$ cat src/rtl/uart_pkg.sv
// Shared UART definitions: state encodings for the receive collector and the
// transmit driver, the line terminator and a small saturating helper.
package uart_pkg;

    localparam logic [7:0] ASCII_LF = 8'd10;

    typedef enum logic [1:0] {
        RX_INIT         = 2'd0,
        RX_IDLE         = 2'd1,
        RX_WAIT_RELEASE = 2'd2,
        RX_LINE_DONE    = 2'd3
    } rx_state_t;

    // Transmit driver handshake states, kept beside the receive states so both
    // directions of the UART share one encoding source.
    typedef enum logic [1:0] {
        TX_INIT         = 2'd0,
        TX_IDLE         = 2'd1,
        TX_WAIT_ACK     = 2'd2,
        TX_WAIT_RELEASE = 2'd3
    } tx_state_t;

    // 8-bit increment that sticks at all-ones.
    function automatic logic [7:0] sat_inc8(input logic [7:0] v);
        return (v == 8'hFF) ? v : v + 8'd1;
    endfunction

endpackage

$ cat src/rtl/line_buffer_ram.sv
// Line buffer storage: DEPTH x 8, synchronous write, registered read.
// Kept separate so it can be mapped onto a block RAM; only the read register
// is reset, the array itself keeps its contents across reset.
module line_buffer_ram #(
    parameter int DEPTH  = 13,
    parameter int ADDR_W = 4
) (
    input  logic              clk,
    input  logic              rst,
    input  logic              we,
    input  logic [ADDR_W-1:0] waddr,
    input  logic [7:0]        wdata,
    input  logic [ADDR_W-1:0] raddr,
    output logic [7:0]        rdata
);

    logic [7:0] mem [DEPTH];

    // Write port: one byte per accepted character.
    always_ff @(posedge clk) begin
        if (we)
            mem[waddr] <= wdata;
    end

    // Read port: addresses past the array hold the previous output.
    always_ff @(posedge clk) begin
        if (rst)
            rdata <= 8'd0;
        else if (int'(raddr) < DEPTH)
            rdata <= mem[raddr];
    end

endmodule

$ cat src/rtl/rx_line_collector.sv
// Receive line collector: takes bytes from the UART receiver through a
// full/acknowledge handshake, assembles them into a line buffer, and exposes
// the finished line until the consumer releases it.
module rx_line_collector
    import uart_pkg::*;
#(
    parameter int LINE_MAX = 13,
    parameter int ADDR_W   = 4
) (
    input  logic              Clock,
    input  logic              Reset,
    input  logic              RxFull,
    input  logic [7:0]        RxData,
    input  logic              RxErr,
    output logic              RxAck,
    output logic              LineReady,
    output logic [ADDR_W:0]   LineLen,
    output logic              Overflow,
    input  logic              LineTaken,
    input  logic [ADDR_W-1:0] RdAddr,
    output logic [7:0]        RdData,
    output logic [7:0]        ErrCount
);

    rx_state_t         state, state_nxt;
    logic [ADDR_W-1:0] wr_ptr;
    logic              line_close;   // byte in flight ends the line
    logic              line_ovf;     // ...and it ended by filling the buffer

    logic accept, accept_good, release_byte, take, last_slot, is_lf;

    // State register.
    always_ff @(posedge Clock) begin
        if (Reset)
            state <= RX_INIT;
        else
            state <= state_nxt;
    end

    // Next-state logic.
    always_comb begin
        state_nxt = RX_INIT;
        case (state)
            RX_INIT:         state_nxt = RX_IDLE;
            RX_IDLE:         state_nxt = RxFull ? RX_WAIT_RELEASE : RX_IDLE;
            RX_WAIT_RELEASE: state_nxt = RxFull     ? RX_WAIT_RELEASE :
                                         line_close ? RX_LINE_DONE : RX_IDLE;
            RX_LINE_DONE:    state_nxt = LineTaken ? RX_IDLE : RX_LINE_DONE;
            default:         state_nxt = RX_INIT;
        endcase
    end

    // Control strobes decoded from the current state.
    always_comb begin
        accept       = (state == RX_IDLE) && RxFull;
        accept_good  = accept && !RxErr;
        release_byte = (state == RX_WAIT_RELEASE) && !RxFull;
        take         = (state == RX_LINE_DONE) && LineTaken;
        last_slot    = (wr_ptr == ADDR_W'(LINE_MAX - 1));
        is_lf        = (RxData == ASCII_LF);
    end

    // Handshake, write pointer, line flags and error counter.
    always_ff @(posedge Clock) begin
        if (Reset) begin
            RxAck      <= 1'b0;
            LineReady  <= 1'b0;
            LineLen    <= '0;
            Overflow   <= 1'b0;
            ErrCount   <= 8'd0;
            wr_ptr     <= '0;
            line_close <= 1'b0;
            line_ovf   <= 1'b0;
        end else begin
            if (state == RX_INIT) begin
                wr_ptr    <= '0;
                LineReady <= 1'b0;
                Overflow  <= 1'b0;
                RxAck     <= 1'b0;
            end
            if (accept) begin
                RxAck <= 1'b1;
                if (RxErr) begin
                    // Errored byte is dropped and never closes the line.
                    ErrCount   <= sat_inc8(ErrCount);
                    line_close <= 1'b0;
                    line_ovf   <= 1'b0;
                end else begin
                    wr_ptr     <= wr_ptr + 1'b1;
                    line_close <= is_lf || last_slot;
                    line_ovf   <= last_slot && !is_lf;
                end
            end
            if (release_byte) begin
                RxAck <= 1'b0;
                if (line_close) begin
                    LineLen   <= {1'b0, wr_ptr};
                    LineReady <= 1'b1;
                    Overflow  <= line_ovf;
                end
            end
            if (take) begin
                LineReady <= 1'b0;
                Overflow  <= 1'b0;
                wr_ptr    <= '0;
            end
        end
    end

    line_buffer_ram #(
        .DEPTH  (LINE_MAX),
        .ADDR_W (ADDR_W)
    ) u_buf (
        .clk   (Clock),
        .rst   (Reset),
        .we    (accept_good),
        .waddr (wr_ptr),
        .wdata (RxData),
        .raddr (RdAddr),
        .rdata (RdData)
    );

endmodule

$ cat config.mk
export PLATFORM = sky130hd
export DESIGN_NAME = rx_line_collector
export DESIGN_NICKNAME = d
export VERILOG_FILES = /design/src/rtl/uart_pkg.sv /design/src/rtl/line_buffer_ram.sv /design/src/rtl/rx_line_collector.sv
export SDC_FILE = /design/constraint.sdc
export NUM_CORES = 1
export LEC_CHECK = 0
export ABC_AREA = 1
export CAP_MARGIN = 20
export CORE_ASPECT_RATIO = 1.4
export CORE_MARGIN = 2
export CORE_UTILIZATION = 45
export CTS_CLUSTER_SIZE = 30
export DETAILED_ROUTE_END_ITERATION = 6
export RECOVER_POWER = 50
export SETUP_SLACK_MARGIN = 0.5
export SLEW_MARGIN = 20
export SYNTH_ARGS = -nofsm -noshare
export SYNTH_HDL_FRONTEND = slang
export SYNTH_SLANG_ARGS = --single-unit
$ cat constraint.sdc
create_clock -name Clock -period 2.5 [get_ports Clock]
set_input_delay 0.75 -clock Clock [delete_from_list [all_inputs] [get_ports Clock]]
set_output_delay 0.75 -clock Clock [all_outputs]
set_load 0.02 [all_outputs]
[Word-level counts from Yosys, hierarchy flattened]
Memory sizes are Yosys's and may differ from the RTL's. A register that Yosys moved wholly into a read port is not among the register bits.
Cells that the tools add are included.
Word-level totals
  memory bits (writable): 104
  output and inout bits: 24
  memories kept: 1
  register bits after elaboration: 23
  bits of input ports: 17
Memories
  u_buf.mem: words 13, bits a word 8, read ports 1, clocked after memory_dff 1, wr ports 1, RTL line line_buffer_ram.sv:17  | logic [7:0] mem [DEPTH];
Cells by class
  magnitude comparators: 1
  add/sub/neg operators: 2
  multiplexer cells: 20
  reduce and logical (&&, ||, !) cells: 15
  equality and inequality tests: 6
  bitwise operators: 1
Operators by type and width (count)
  $mux 1: 12
  $mux 4: 3
  $add 8x1->8 const B: 1
  $eq 8x4->1 const B: 1
  $eq 8x8->1 const B: 1
  $mux 2: 4
  $pmux 2 s4: 1
  $logic_and 1x1->1: 5
  $add 4x1->4 const B: 1
  $eq 2x2->1 const B: 2
  $eq 4x4->1 const B: 1
  $lt 4x4->1 const B: 1
  $reduce_or 2->1: 2
  $logic_not 1->1: 3
  $reduce_and 3->1: 1
  $eq 2x1->1 const B: 1
  $logic_not 2->1: 1
  $reduce_and 2->1: 1
  $reduce_bool 2->1: 1
  $logic_or 1x1->1: 1
  $not 1->1: 1

[Depth between registers and ports, before layout]
  depth in word-level cells: 5
  depth in mapped cells: 10
  depth with buffers taken out: 10

[Hierarchy]
Synthesis repeated with hierarchy kept, for this count alone.
Unflattened totals
  cell total of the unflattened synthesis: 597
  area, all modules: 5853.1 µm²
Modules (own cells, without submodules)
  line_buffer_ram: cells each 426, area an instance 4683.2 µm², instances 1, sequential area each 3283.1 µm²
  rx_line_collector: cells each 171, area an instance 1169.9 µm², instances 1, sequential area each 460.4 µm²

[Worst setup path after synthesis]
OpenSTA, ideal clock, no wires.
  path type: input to register
  from: in RxFull
  to: mem u_buf.mem[10][0], enable pin
  path slack: 404 ps
  stages on the path: 4
  arrival time: 1712 ps
  buffers on the path: 0
  data required time: 2117 ps
  path through: nand3_4 nor2_8 inv_2 nor3_1
On the way
  longest elaborated chain between the ends: 4
Ends and longest elaborated chain
  start, declared: RTL line rx_line_collector.sv:12  | input logic RxFull,
  $logic_and 1x1->1: RTL line rx_line_collector.sv:55  | accept = (state == RX_IDLE) && RxFull;
  $logic_and 1x1->1: RTL line rx_line_collector.sv:56  | accept_good = accept && !RxErr;
  $mux 1: RTL line line_buffer_ram.sv:21  | if (we)
  $mux 1 (implied by the code): RTL line line_buffer_ram.sv:22  | mem[waddr] <= wdata;
  end, declared: RTL line line_buffer_ram.sv:17
Every way passes these cells.

[Final worst setup path]
  from: in RxErr
  to: reg ErrCount[6]
On the way
  longest elaborated chain between the ends: 1
Ends and longest elaborated chain
  start, declared: RTL line rx_line_collector.sv:14  | input logic RxErr,
  $reduce_and 3->1 (no source line)
  end signal, assigned: RTL line rx_line_collector.sv:85  | ErrCount <= sat_inc8(ErrCount);
  end, declared: RTL line rx_line_collector.sv:22  | output logic [7:0] ErrCount
Every way passes these cells.
A chain may end at the register's enable or synchronous reset.

==> flow_summary.ini <==
[clock_tree]
cts_hold_buf = 0
ctsHtreeMaxLevel = 4
clock_latency_ns = 0.41
cts.clk_slew.worst_paths_ns = 0.06
clock_sinks = 135
cts_made_buffers = 17
post_cts_buffers = 0
ctsRootBufferMaster = clkbuf_16
cts_tree = built
clock_path_buffers = 2

[setup_path]
path_class = primary input to flop
cp_top_family = buffers and inverters
arrival_ns = 2.36
cp.depth = 8
cp_data_required_time_ns = 2.78
worstPathBufferInverterCount = 3
path_max_fanout = 10
crit_slowest_cell = dlygate4sd3_1
reg2reg_depth = 10
slowest_delay_ns = 0.69
endpoint_kind = flop
crit_chain = dlygate4sd3_1 > inv_1 > nor2_1 > nand2_4 > clkinvlp_2 > nand3_1 > nand2_1 > nor2_2
cp-start-kind = primary input

[floorplanning]
dieArea_um2 = 13900
core_um2 = 12800
dieHeight_um = 139
start_util_pct = 45.9
pin_count = 41
die_x_um = 100
rows = 49

[hold_path]
hold_path_class = flop to flop
hold_depth = 2

[placed_design]
dp_hpwl_um = 10700
dp_cells = 801
gp_congestion = 0.892
io_buffers = 39

[sta]
rsz0062_at_grt = yes
fin_crit_sh_pct = 82.9
slew_headroom_pct = 38.1
maxSlewViolCount = 0
fin_crit_ns = 2.07
setup_viol = 0
skew_ns = 0.00709
fin_setup_tns_ns = 0
fmax_ghz = 0.482
tightest_slew_ns = 0.928
hold_viol = 0

[detailed_routing]
drc = 0
vias = 4360
avgRoutedWirePerCell_um = 18.1
vias_per_cell = 5.23
drt_iter0_drc = 397
wl_um = 15100
firstDrtPassIters = 7
ant_nets = 0

[synth]
synth_edf_count = 104
synth-seq-cells = 135
yosys-top-cells-count = nand2_1, edfxtp_1, inv_1
synth.largest_area_cell = edfxtp_1
syn_inst = 597
synth.avg_cell_area_um2 = 9.80
synth.distinct_cells = 28
netlist_area_um2 = 5850
synthFlopType = edfxtp_1
async_flop_share_pct = 0
synth.net_count = 619
synthTopCellsByArea = edfxtp_1, dfxtp_1, nand2_1, nand3_1, inv_1
synth_warnings = 0
synth_top_area_share_pct = 53.4
synth.most_common_cell = nand2_1
ys_seq_area_share_pct = 64.0

[power]
seqPwrFrac_pct = 45.4
ir_worst_vdd_mv = 0.457
p_switching_uw = 1160
p_clk_share_pct = 48.6
leakage_uw = 0.00300
comb_power_share_pct = 6.0
p_sw_share_pct = 21.6
p_int_uw = 4230
power_density_nw_per_um2 = 757

[cells_and_area]
final_nets = 689
nFillCells = 1145
diodes = 0
final_cells = 833
synthToLayoutAreaGrowth_pct = 21.9
final_layout_size_suffix_gt1_share_pct = 10.0

[run]
cap_violations = 0

[global_route]
grt_pass1_vias = 4304
grt_max_degree = 41
grt_pass1_wl_um = 23700
globalRouteOverflowTotal = 0
track_usage_pct = 23.1
antenna_found_initial = 0

[outcome]
outcome = finished clean
[final cells by class]
cell class	count	area [um2]	area share [%]
Sequential cell	135	3740	52.5
Timing Repair Buffer	72	578	8.11
Inverter	97	370	5.19
Tap cell	153	191	2.68
Clock buffer	20	447	6.26
Clock inverter	12	176	2.47
Multi-Input combinational cell	344	1620	22.8
[routing by layer]
metal | up-vias | GRT usage (%) | wire, um
met3 | 29 | 4.33 | 550
met4 | 0 | 11.2 | 602
li1 | 2106 | - | -
met5 | - | 0 | 0
met2 | 131 | 40.6 | 7980
met1 | 2094 | 26.7 | 5970
[cell usage in the layout (no fill, tap or decap), drive strengths merged, types with 11 or more instances in the layout]
master / netlist / routed
a21oi: 29 / 29
buf: 16 / 22
clkbuf: 5 / 32
dfxtp: 31 / 31
dlygate4sd2: 0 / 23
edfxtp: 104 / 104
inv: 97 / 96
nand2: 156 / 156
nand3: 73 / 73
nand4: 11 / 11
nor2: 37 / 37
o21ai: 17 / 17
[worst paths after layout]
kind               start           to  slack [ns]
max                RxErr  ErrCount[6]        0.43
min            LineReady    LineReady        0.47
max reg2reg  ErrCount[0]  ErrCount[6]        0.67
min reg2reg    LineReady    LineReady        0.47
[repair_timing]
action | CTS | global route
pin swaps | 0 | 1
resized for setup | 25 | 5
hold endpoints to repair | 0 | 0
setup endpoints to repair | 39 | 14
[stage by stage]
| stage | power, uW | hold WS (ns) | instance area (um2) | utilization (%) | setup slack (ns) |
|---|---|---|---|---|---|
| floorplan | 2670 | 0.440 | 5850 | - | 0.404 |
| global placement | 2840 | 0.456 | 6580 | 51.6 | 0.0292 |
| detailed placement | 2840 | 0.460 | 6580 | 51.6 | 0.0139 |
| global route | 5550 | 0.518 | 7130 | 55.9 | 0.306 |
| CTS | 5440 | 0.468 | 7180 | 56.3 | 0.505 |
| finish | 5390 | 0.472 | 7130 | 55.9 | 0.426 |
[worst reg2reg max path, cell delays in order, from the launching register on]
cell	delay, ns
dfxtp_1	0.45
ha_1	0.23
nand2_1	0.10
nor2_1	0.11
nand2_1	0.09
nand2_4	0.10
clkinvlp_2	0.31
nand2_1	0.15
nand2_1	0.06
nand2_1	0.07
nor2_2	0.03
[power by group through the flow]
stage | Clock, uW | Sequential [uW] | Combinational, uW
after floorplan | 0 | 2510 | 161
after global placement | 0 | 2500 | 343
after detailed placement | 0 | 2500 | 346
after CTS | 2650 | 2450 | 338
after global routing | 2750 | 2450 | 355
final | 2620 | 2450 | 323
[logic make-up (layout without fill, tap and decap cells)]
kind of cell    count (synthesis)  in the layout  share of synthesized area [%]
compound gates                 54             54                           4.94
other cells                     1              1                         0.0641
xor+xnor                        1              1                          0.150
simple gates                  283            283                           21.6
fa+ha+maj                       5              5                           1.07
buf+inv                       118            201                           8.17
flops                         135            135                           64.0
[flip-flops by register name (all words and copies together), names as in the netlist, 2 cells and up]
name and cells:
ErrCount 8, LineLen 4, state 2, u_buf.mem 104
u_buf.rdata 8, wr_ptr 4
No activity file was read; power rests on OpenSTA's default activity.
